## src/rtl/arm_fetch_pkg.sv

```systemverilog
// Shared constants and types for the ARM fetch queue.
// Latency and backpressure: none; this package holds definitions only.
// Count width helper: sized so the counter can represent a completely full queue.
package arm_fetch_pkg;

  localparam int PC_STEP    = 4;
  localparam int R15_OFFSET = 8;
  localparam int FETCH_XLEN = 32;

  typedef struct packed {
    logic [FETCH_XLEN-1:0] pc;
    logic [FETCH_XLEN-1:0] instr;
  } fetch_entry_t;

  function automatic int count_width(input int depth);
    return $clog2(depth + 1);
  endfunction

endpackage

```

## src/rtl/arm_fetch_fifo.sv

```systemverilog
// Circular buffer with a registered head entry; flush empties it and zeroes both pointers.
// Latency: 1 cycle from push to rdata. Backpressure: full blocks push unless a pop occurs the same cycle.
// Empty: rdata keeps the last head value.
module arm_fetch_fifo
  import arm_fetch_pkg::*;
#(
  parameter int              WIDTH   = 64,
  parameter int              DEPTH   = 4,
  parameter logic [WIDTH-1:0] RST_VAL = '0,
  localparam int             AW      = $clog2(DEPTH),
  localparam int             CW      = count_width(DEPTH)
) (
  input  logic             clk,
  input  logic             reset,
  input  logic             push,
  input  logic             pop,
  input  logic             flush,
  input  logic [WIDTH-1:0] wdata,
  output logic [WIDTH-1:0] rdata,
  output logic [CW-1:0]    count
);

  logic [WIDTH-1:0] mem_q [DEPTH];
  logic [AW-1:0]    wptr_q, wptr_d;
  logic [AW-1:0]    rptr_q, rptr_d;
  logic [CW-1:0]    count_q, count_d;
  logic [WIDTH-1:0] rdata_q, rdata_d;
  logic             push_ok, pop_ok;

  always_comb begin
    pop_ok  = pop && (count_q != '0);
    push_ok = push && !flush && ((count_q < CW'(DEPTH)) || pop_ok);
    count_d = count_q + CW'(push_ok) - CW'(pop_ok);
    wptr_d  = wptr_q + AW'(push_ok);
    rptr_d  = rptr_q + AW'(pop_ok);
    rdata_d = rdata_q;
    if (flush) begin
      count_d = '0;
      wptr_d  = '0;
      rptr_d  = '0;
    end else if (count_d != '0) begin
      // New head is the slot being written this edge only when the queue drains to it.
      if (push_ok && (rptr_d == wptr_q)) begin
        rdata_d = wdata;
      end else begin
        rdata_d = mem_q[rptr_d];
      end
    end
  end

  always_ff @(posedge clk or negedge reset) begin
    if (!reset) begin
      wptr_q  <= '0;
      rptr_q  <= '0;
      count_q <= '0;
      rdata_q <= RST_VAL;
    end else begin
      wptr_q  <= wptr_d;
      rptr_q  <= rptr_d;
      count_q <= count_d;
      rdata_q <= rdata_d;
    end
  end

  always_ff @(posedge clk) begin
    if (push_ok) begin
      mem_q[wptr_q] <= wdata;
    end
  end

  assign rdata = rdata_q;
  assign count = count_q;

endmodule

```

## src/rtl/arm_fetch_queue.sv

```systemverilog
// ARM fetch stage: owns PCF and buffers {pc, instr} pairs for Decode.
// Latency: 1 cycle fetch-to-InstrD. Backpressure: StallD holds the head; the queue fills, then PCF holds.
// A Writeback redirect empties the queue.
module arm_fetch_queue
  import arm_fetch_pkg::*;
#(
  parameter int              XLEN     = 32,
  parameter int              DEPTH    = 4,
  parameter logic [XLEN-1:0] RESET_PC = 32'h0000_0000
) (
  input  logic                           clk,
  input  logic                           reset,
  input  logic                           FetchEn,
  output logic [XLEN-1:0]                PCF,
  input  logic [XLEN-1:0]                InstrF,
  input  logic                           StallD,
  output logic                           ValidD,
  output logic [XLEN-1:0]                InstrD,
  output logic [XLEN-1:0]                PCPlus8D,
  input  logic                           PCSrcW,
  input  logic [XLEN-1:0]                ResultW,
  output logic [count_width(DEPTH)-1:0]  Count
);

  localparam int CW = count_width(DEPTH);

  typedef struct packed {
    logic [XLEN-1:0] pc;
    logic [XLEN-1:0] instr;
  } entry_t;

  localparam entry_t HEAD_RST = '{pc: RESET_PC, instr: '0};

  entry_t          wr_ent, rd_ent;
  logic            push, pop;
  logic [XLEN-1:0] pc_q, pc_d;

  always_comb begin
    pop    = ValidD && !StallD && !PCSrcW;
    push   = FetchEn && !PCSrcW && ((Count < CW'(DEPTH)) || pop);
    wr_ent = '{pc: pc_q, instr: InstrF};
    pc_d   = pc_q;
    if (PCSrcW) begin
      // Branch targets are word aligned; low bits of ResultW are discarded.
      pc_d = ResultW & ~XLEN'(3);
    end else if (push) begin
      pc_d = pc_q + XLEN'(PC_STEP);
    end
  end

  always_ff @(posedge clk or negedge reset) begin
    if (!reset) begin
      pc_q <= RESET_PC;
    end else begin
      pc_q <= pc_d;
    end
  end

  arm_fetch_fifo #(
    .WIDTH   ($bits(entry_t)),
    .DEPTH   (DEPTH),
    .RST_VAL (HEAD_RST)
  ) u_fifo (
    .clk   (clk),
    .reset (reset),
    .push  (push),
    .pop   (pop),
    .flush (PCSrcW),
    .wdata (wr_ent),
    .rdata (rd_ent),
    .count (Count)
  );

  assign PCF      = pc_q;
  assign ValidD   = (Count != '0);
  assign InstrD   = rd_ent.instr;
  assign PCPlus8D = rd_ent.pc + XLEN'(R15_OFFSET);

endmodule

```

## config.mk

```make
export PLATFORM = sky130hd
export DESIGN_NAME = arm_fetch_queue
export DESIGN_NICKNAME = d
export VERILOG_FILES = /design/src/rtl/arm_fetch_pkg.sv /design/src/rtl/arm_fetch_fifo.sv /design/src/rtl/arm_fetch_queue.sv
export SDC_FILE = /design/constraint.sdc
export NUM_CORES = 1
export LEC_CHECK = 0
export BUFFER_PORTS_ARGS = -buffer_cell sky130_fd_sc_hd__clkbuf_2
export CAP_MARGIN = 20
export CORE_UTILIZATION = 58
export DETAILED_ROUTE_END_ITERATION = 10
export GPL_ROUTABILITY_DRIVEN = 0
export GPL_TIMING_DRIVEN = 0
export PLACE_DENSITY = 0.75
export SETUP_SLACK_MARGIN = 0.3
export SLEW_MARGIN = 10
export SYNTH_ARGS = -nofsm -noshare
export SYNTH_HDL_FRONTEND = slang
export SYNTH_SLANG_ARGS = --single-unit
```

## constraint.sdc

```tcl
create_clock -name clk -period 8.5 [get_ports clk]
set_input_delay 1.275 -clock clk [delete_from_list [all_inputs] [get_ports clk]]
set_output_delay 1.275 -clock clk [all_outputs]
set_load 0.02 [all_outputs]
```

# [After elaboration in Yosys (flattened, before gate mapping)]
# Memories as Yosys holds them, arrays and structs flattened. A register that Yosys moved wholly into a read port is not among the register bits.
# Cells that the tools add are included.
[word_totals] memories=1 regBits=39 ram_bits=256 input_bits=69 elab_cells=36 output_inout_bits=100
[classes] reduce_logical=16 n_lt_le_gt_ge=1 bitwise=1 n_addsub=6 n_mux=7
[mem_list] memory="u_fifo.mem_q" words=4 word_bits=64 read_ports=1 rd_clocked_by_memory_dff=1 wr=1 line="arm_fetch_fifo.sv:23" rtl="logic [WIDTH-1:0] mem_q [DEPTH];"
[ops] operator="$mux W32" count=2
[ops] operator="$add A32 B3 Y32 const B" count=1
[ops] operator="$add A32 B4 Y32 const B" count=1
[ops] operator="$logic_and A1 B1 Y1" count=7
[ops] operator="$reduce_bool A3 Y1" count=2
[ops] operator="$add A2 B1 Y2" count=2
[ops] operator="$mux W2" count=2
[ops] operator="$add A3 B1 Y3" count=1
[ops] operator="$logic_not A1 Y1" count=3
[ops] operator="$lt A3 B3 Y1 const B" count=1
[ops] operator="$mux W3" count=1
[ops] operator="$sub A3 B1 Y3" count=1
[ops] operator="$logic_or A1 B1 Y1" count=2
[ops] operator="$mux W1" count=2
[ops] operator="$reduce_and A2 Y1" count=1
[ops] operator="$reduce_bool A2 Y1" count=1
[ops] operator="$not A1 Y1" count=1

# [Logic depth before layout (Yosys ltp)]
[depth] depth_word=11 ltp_mapped=14 depth_no_buf=12

# [By module]
# A second synthesis with hierarchy kept.
[unflattened] hier_cells=1356 area_unflattened_um2=16895.0
[by_module_without_submodules] module="arm_fetch_fifo" cells_each=1054 seq_area_each_um2=9464.1 instances=1 area_per_inst_um2=14500.2
[by_module_without_submodules] module="arm_fetch_queue" cells_each=302 seq_area_each_um2=750.7 instances=1 area_per_inst_um2=2394.8

# [Worst setup path after synthesis]
# No wires, ideal clock.
[synth_timing] path_kind="in2reg" startpoint="input FetchEn" endpoint="memory u_fifo.mem_q[2][0], enable pin" path_buffers=0 setup_time_ns=0.571 setup_slack_ns=1.618 required_ns=7.929 cell_stages=3 arrival_ns=6.311 cell_sequence="a21boi_2 nand2_1 nor3b_1"
[synth_via] elab_chain_cells=6
[synth_lines] item="start: declaration" line="arm_fetch_queue.sv:13" rtl="input logic FetchEn,"
[synth_lines] item="$logic_and A1 B1 Y1 (2 in series)" line="arm_fetch_queue.sv:40" rtl="push = FetchEn && !PCSrcW && ((Count < CW'(DEPTH)) || pop);"
[synth_lines] item="$logic_and A1 B1 Y1 (2 in series)" line="arm_fetch_fifo.sv:32" rtl="push_ok = push && !flush && ((count_q < CW'(DEPTH)) || pop_ok);"
[synth_lines] item="$mux W1" line="arm_fetch_fifo.sv:66" rtl="if (push_ok) begin"
[synth_lines] item="$mux W1 (not written as such)" line="arm_fetch_fifo.sv:67" rtl="mem_q[wptr_q] <= wdata;"
[synth_lines] item="end: declaration" line="arm_fetch_fifo.sv:23"
# No other way between the ends.

# [Final worst setup path]
[layout_timing] startpoint="input PCSrcW" endpoint="register u_fifo.rdata_q[62] (netlist: u_fifo.rdata[62]) (read register of u_fifo.mem_q)"
[layout_via] elab_chain_cells=10 word_cells_on_any_way=15 cone_classes="add/sub (3); bitwise (1); reduce/logical (11)"
[layout_lines] item="start: declaration" line="arm_fetch_queue.sv:20" rtl="input logic PCSrcW,"
[layout_lines] item="$logic_not A1 Y1" line="arm_fetch_fifo.sv:32, arm_fetch_queue.sv:39, arm_fetch_queue.sv:40"
[layout_lines] item="$logic_and A1 B1 Y1" line="arm_fetch_queue.sv:39" rtl="pop = ValidD && !StallD && !PCSrcW;"
[layout_lines] item="$logic_or A1 B1 Y1" line="arm_fetch_queue.sv:40"
[layout_lines] item="$logic_and A1 B1 Y1" line="arm_fetch_queue.sv:40"
[layout_lines] item="$logic_and A1 B1 Y1 (2 in series)" line="arm_fetch_fifo.sv:32"
[layout_lines] item="$add A3 B1 Y3" line="arm_fetch_fifo.sv:33" rtl="count_d = count_q + CW'(push_ok) - CW'(pop_ok);"
[layout_lines] item="$sub A3 B1 Y3" line="arm_fetch_fifo.sv:33"
[layout_lines] item="$reduce_bool A3 Y1" line="arm_fetch_fifo.sv:41" rtl="end else if (count_d != '0) begin"
[layout_lines] item="$reduce_and A2 Y1 (no source line)"
[layout_lines] item="end: declaration" line="arm_fetch_fifo.sv:27" rtl="logic [WIDTH-1:0] rdata_q, rdata_d;"
# Several ways; a longest one is shown, not always the timed one.
# A chain may end at the register's enable or synchronous reset.

==> reports/qor.csv <==
metric;value;unit
syn_to_final_growth;18.2;%
clock_latency;0.52;ns
timing.rr.end;u_fifo.rdata[62];
first_pass_iters;5;
grtUsageMet1;37.4;%
slew-limit-headroom;44.9;%
cp.required;8.86;ns
grtUsageMet3;4.70;%
num_rows;57;
hp-start;u_fifo.rdata[23];
critPathCaptureType;register;
nets;1299;
fp.dieW;160;microns
finClkSkew;0.0139;ns
critPathMaxFanout;10;
grt.busiest_layer;met2;
ys_ff_latch;347;
wl_per_cell;20.7;microns
clkSinkCount;347;
initial_core_util;59.6;%
synth-seq-area-share;68.1;%
place_area;16100;sq um
root_buffer;clkbuf_16;
htreeDepth;2;
die_area;25800;sq um
viasPerCell;5.82;
cts_resized;0;
hpwl;21500;microns
synth.cell_area;14600;sq um
grt_max_degree;61;
finalSetupViolCount;0;
totalWireLength;32600;microns
cts_tree;built;
timing.hold.ws;0.551;ns
synth_warnings;0;
cap_violations;0;
crit_arrival;5.31;ns
min_path_type;register to register;
drive_gt1_share;29.7;%
instances_no_fill;1573;
timing.rr.start;u_fifo.count[2];
critPathKind;primary input to register;
placeableCoreArea;24500;sq um
yosysUniqueCellTypes;43;
portBuffers;161;
antenna_left;0;
antenna_found_initial;0;
io_pins;169;
dp_cells;1510;
hold_violations;0;
cts_buffers;35;
final.min_clock_period;4.95;ns
hold_end;u_fifo.rdata[23];
slew_violations;0;
grt_pass1_vias;9108;
status;completed;
grt_overflow;0;
whs_path_depth;2;
r2r_slack;4.20;ns
hold_buffers;0;
syn-instance-count;1003;
met2_usage;41.7;%
fmaxAchievable;202;MHz
powerDensity;311;nW/um^2
fin_util;70.4;%
cts_setup_buffers;0;
grt_pass1_wl;51300;microns
synth_edf_count;248;
die_h;160;microns
grt_usage;26.3;%
design_area;17200;sq um
p_total;5.35;mW
route.vias.total;9162;
worst_ir_drop_vdd;0.000215;V
timing.final.ws_setup;3.55;ns
fill_cells;1673;
min_period_over_period;58.3;%
clk_pin_slew;0.06;ns
clock_path_buffers;3;
antenna_cells;0;
place_ws;3.09;ns
setup_tns;0;ns
rsz0062_at_grt;no;
worst_pin_slew;0.823;ns
synthArstFlopShare;28.5;%
synth.avg_cell_area;14.5;sq um
power.leakage;6.44;nW
ys.flop_type;edfxtp_1;
drcViolationCount;0;
drtIter0Drc;770;
start_kind;primary input;
reg2regPathDepth;12;
-- cells by family (layout without fill, tap and decap cells) --
family,after synthesis,count (layout),synth area share (%)
compound gates,93,93,3.80
xor+xnor,61,61,3.72
flops,347,347,68.1
other cells,1,4,0.0257
fa+ha+maj,7,7,0.653
mux,65,65,9.81
buf+inv,95,338,3.65
simple gates,334,334,10.2
-- worst max path at each step --
stage | from | end | slack (ns) | depth (start not counted)
after floorplan | FetchEn | u_fifo.mem_q[2][0] | 1.62 | 3
after global placement | StallD | u_fifo.mem_q[2][48] | -2.44 | 4
after detailed placement | PCSrcW | u_fifo.rdata[50] | 3.09 | 14
after CTS | PCSrcW | u_fifo.rdata[2] | 3.63 | 14
after global routing | PCSrcW | u_fifo.rdata[62] | 3.34 | 14
final | PCSrcW | u_fifo.rdata[62] | 3.55 | 14
-- critical path: stages --
cell and delay [ns]:
clkbuf_1 0.37, clkbuf_1 0.50, nor3b_1 0.19, ha_1 0.32, inv_1 0.06, ha_1 0.13
inv_1 0.05, fa_1 0.37, xor2_1 0.17, xnor2_1 0.18, a31oi_1 0.65, buf_2 0.42
clkbuf_1 0.46, a31oi_1 0.17
-- layer usage --
layer | share of wire (%) | routed length [microns] | vias to the layer above
li1 | - | - | 4110
met1 | 41 | 13400 | 4604
met2 | 48 | 15700 | 390
met3 | 8.1 | 2630 | 58
met4 | 2.5 | 825 | 0
met5 | 0 | 0 | -
-- state kept, by name, summed over array words and instances (netlist names) --
register / flops
u_fifo.count: 3
PCF: 30
u_fifo.rdata: 62
u_fifo.mem_q: 248
u_fifo.rptr_q: 2
u_fifo.wptr_q: 2
-- area by class of cell --
type	count	area [sq um]	area share [%]
Buffer	86	498	2.89
Clock buffer	49	1010	5.87
Clock inverter	14	143	0.828
Inverter	9	33.8	0.196
Multi-Input combinational cell	564	4150	24.1
Sequential cell	347	9920	57.6
Tap cell	324	405	2.35
Timing Repair Buffer	180	1060	6.13
-- cells in the mapped netlist, types with 12 or more instances --
master    number  share of area (%)
edfxtp_1     248                 51
nand2_1      171                4.4
dfrtp_1       99                 17
nor2_1        73                1.9
a31oi_1       64                2.7
mux4_2        62                9.6
buf_4         37                1.9
xnor2_1       37                2.2
o21ai_0       26               0.89
clkbuf_1      25               0.64
nand3_1       25               0.86
buf_2         23               0.79
xor2_1        23                1.4
nand4_1       13               0.56
and3_1        12               0.52
-- cells in the final DEF, fill, tap and decap left out, types with 4 or more instances in the layout --
| cell | Yosys | final |
|---|---|---|
| clkbuf_1 | 25 | 33 |
| xnor2_1 | 37 | 37 |
| nor4_1 | 5 | 5 |
| and3_1 | 12 | 11 |
| a31oi_1 | 64 | 64 |
| and2_1 | 5 | 5 |
| and4_1 | 4 | 4 |
| xor2_1 | 23 | 23 |
| nand3_1 | 25 | 25 |
| clkbuf_16 | 0 | 37 |
| buf_6 | 1 | 10 |
| nor2_1 | 73 | 72 |
| clkbuf_2 | 0 | 160 |
| o21ai_0 | 26 | 26 |
| buf_4 | 37 | 42 |
| inv_1 | 9 | 9 |
| edfxtp_1 | 248 | 248 |
| clkinv_1 | 0 | 6 |
| dfrtp_1 | 99 | 99 |
| nor3_1 | 7 | 6 |
| nand2_1 | 171 | 171 |
| nor3_2 | 3 | 4 |
| mux4_2 | 62 | 62 |
| conb_1 | 1 | 4 |
| ha_1 | 6 | 6 |
| clkbuf_8 | 0 | 5 |
| buf_2 | 23 | 23 |
| nand4_1 | 13 | 13 |
-- power by group --
group / switching [mW] / internal (mW) / leakage (nW)
Clock: 0.625 / 0.921 / 0.558
Sequential: 0.196 / 2.04 / 3.41
Combinational: 0.916 / 0.651 / 2.48
Total: 1.74 / 3.62 / 6.44
(Power assumes the default switching activity.)
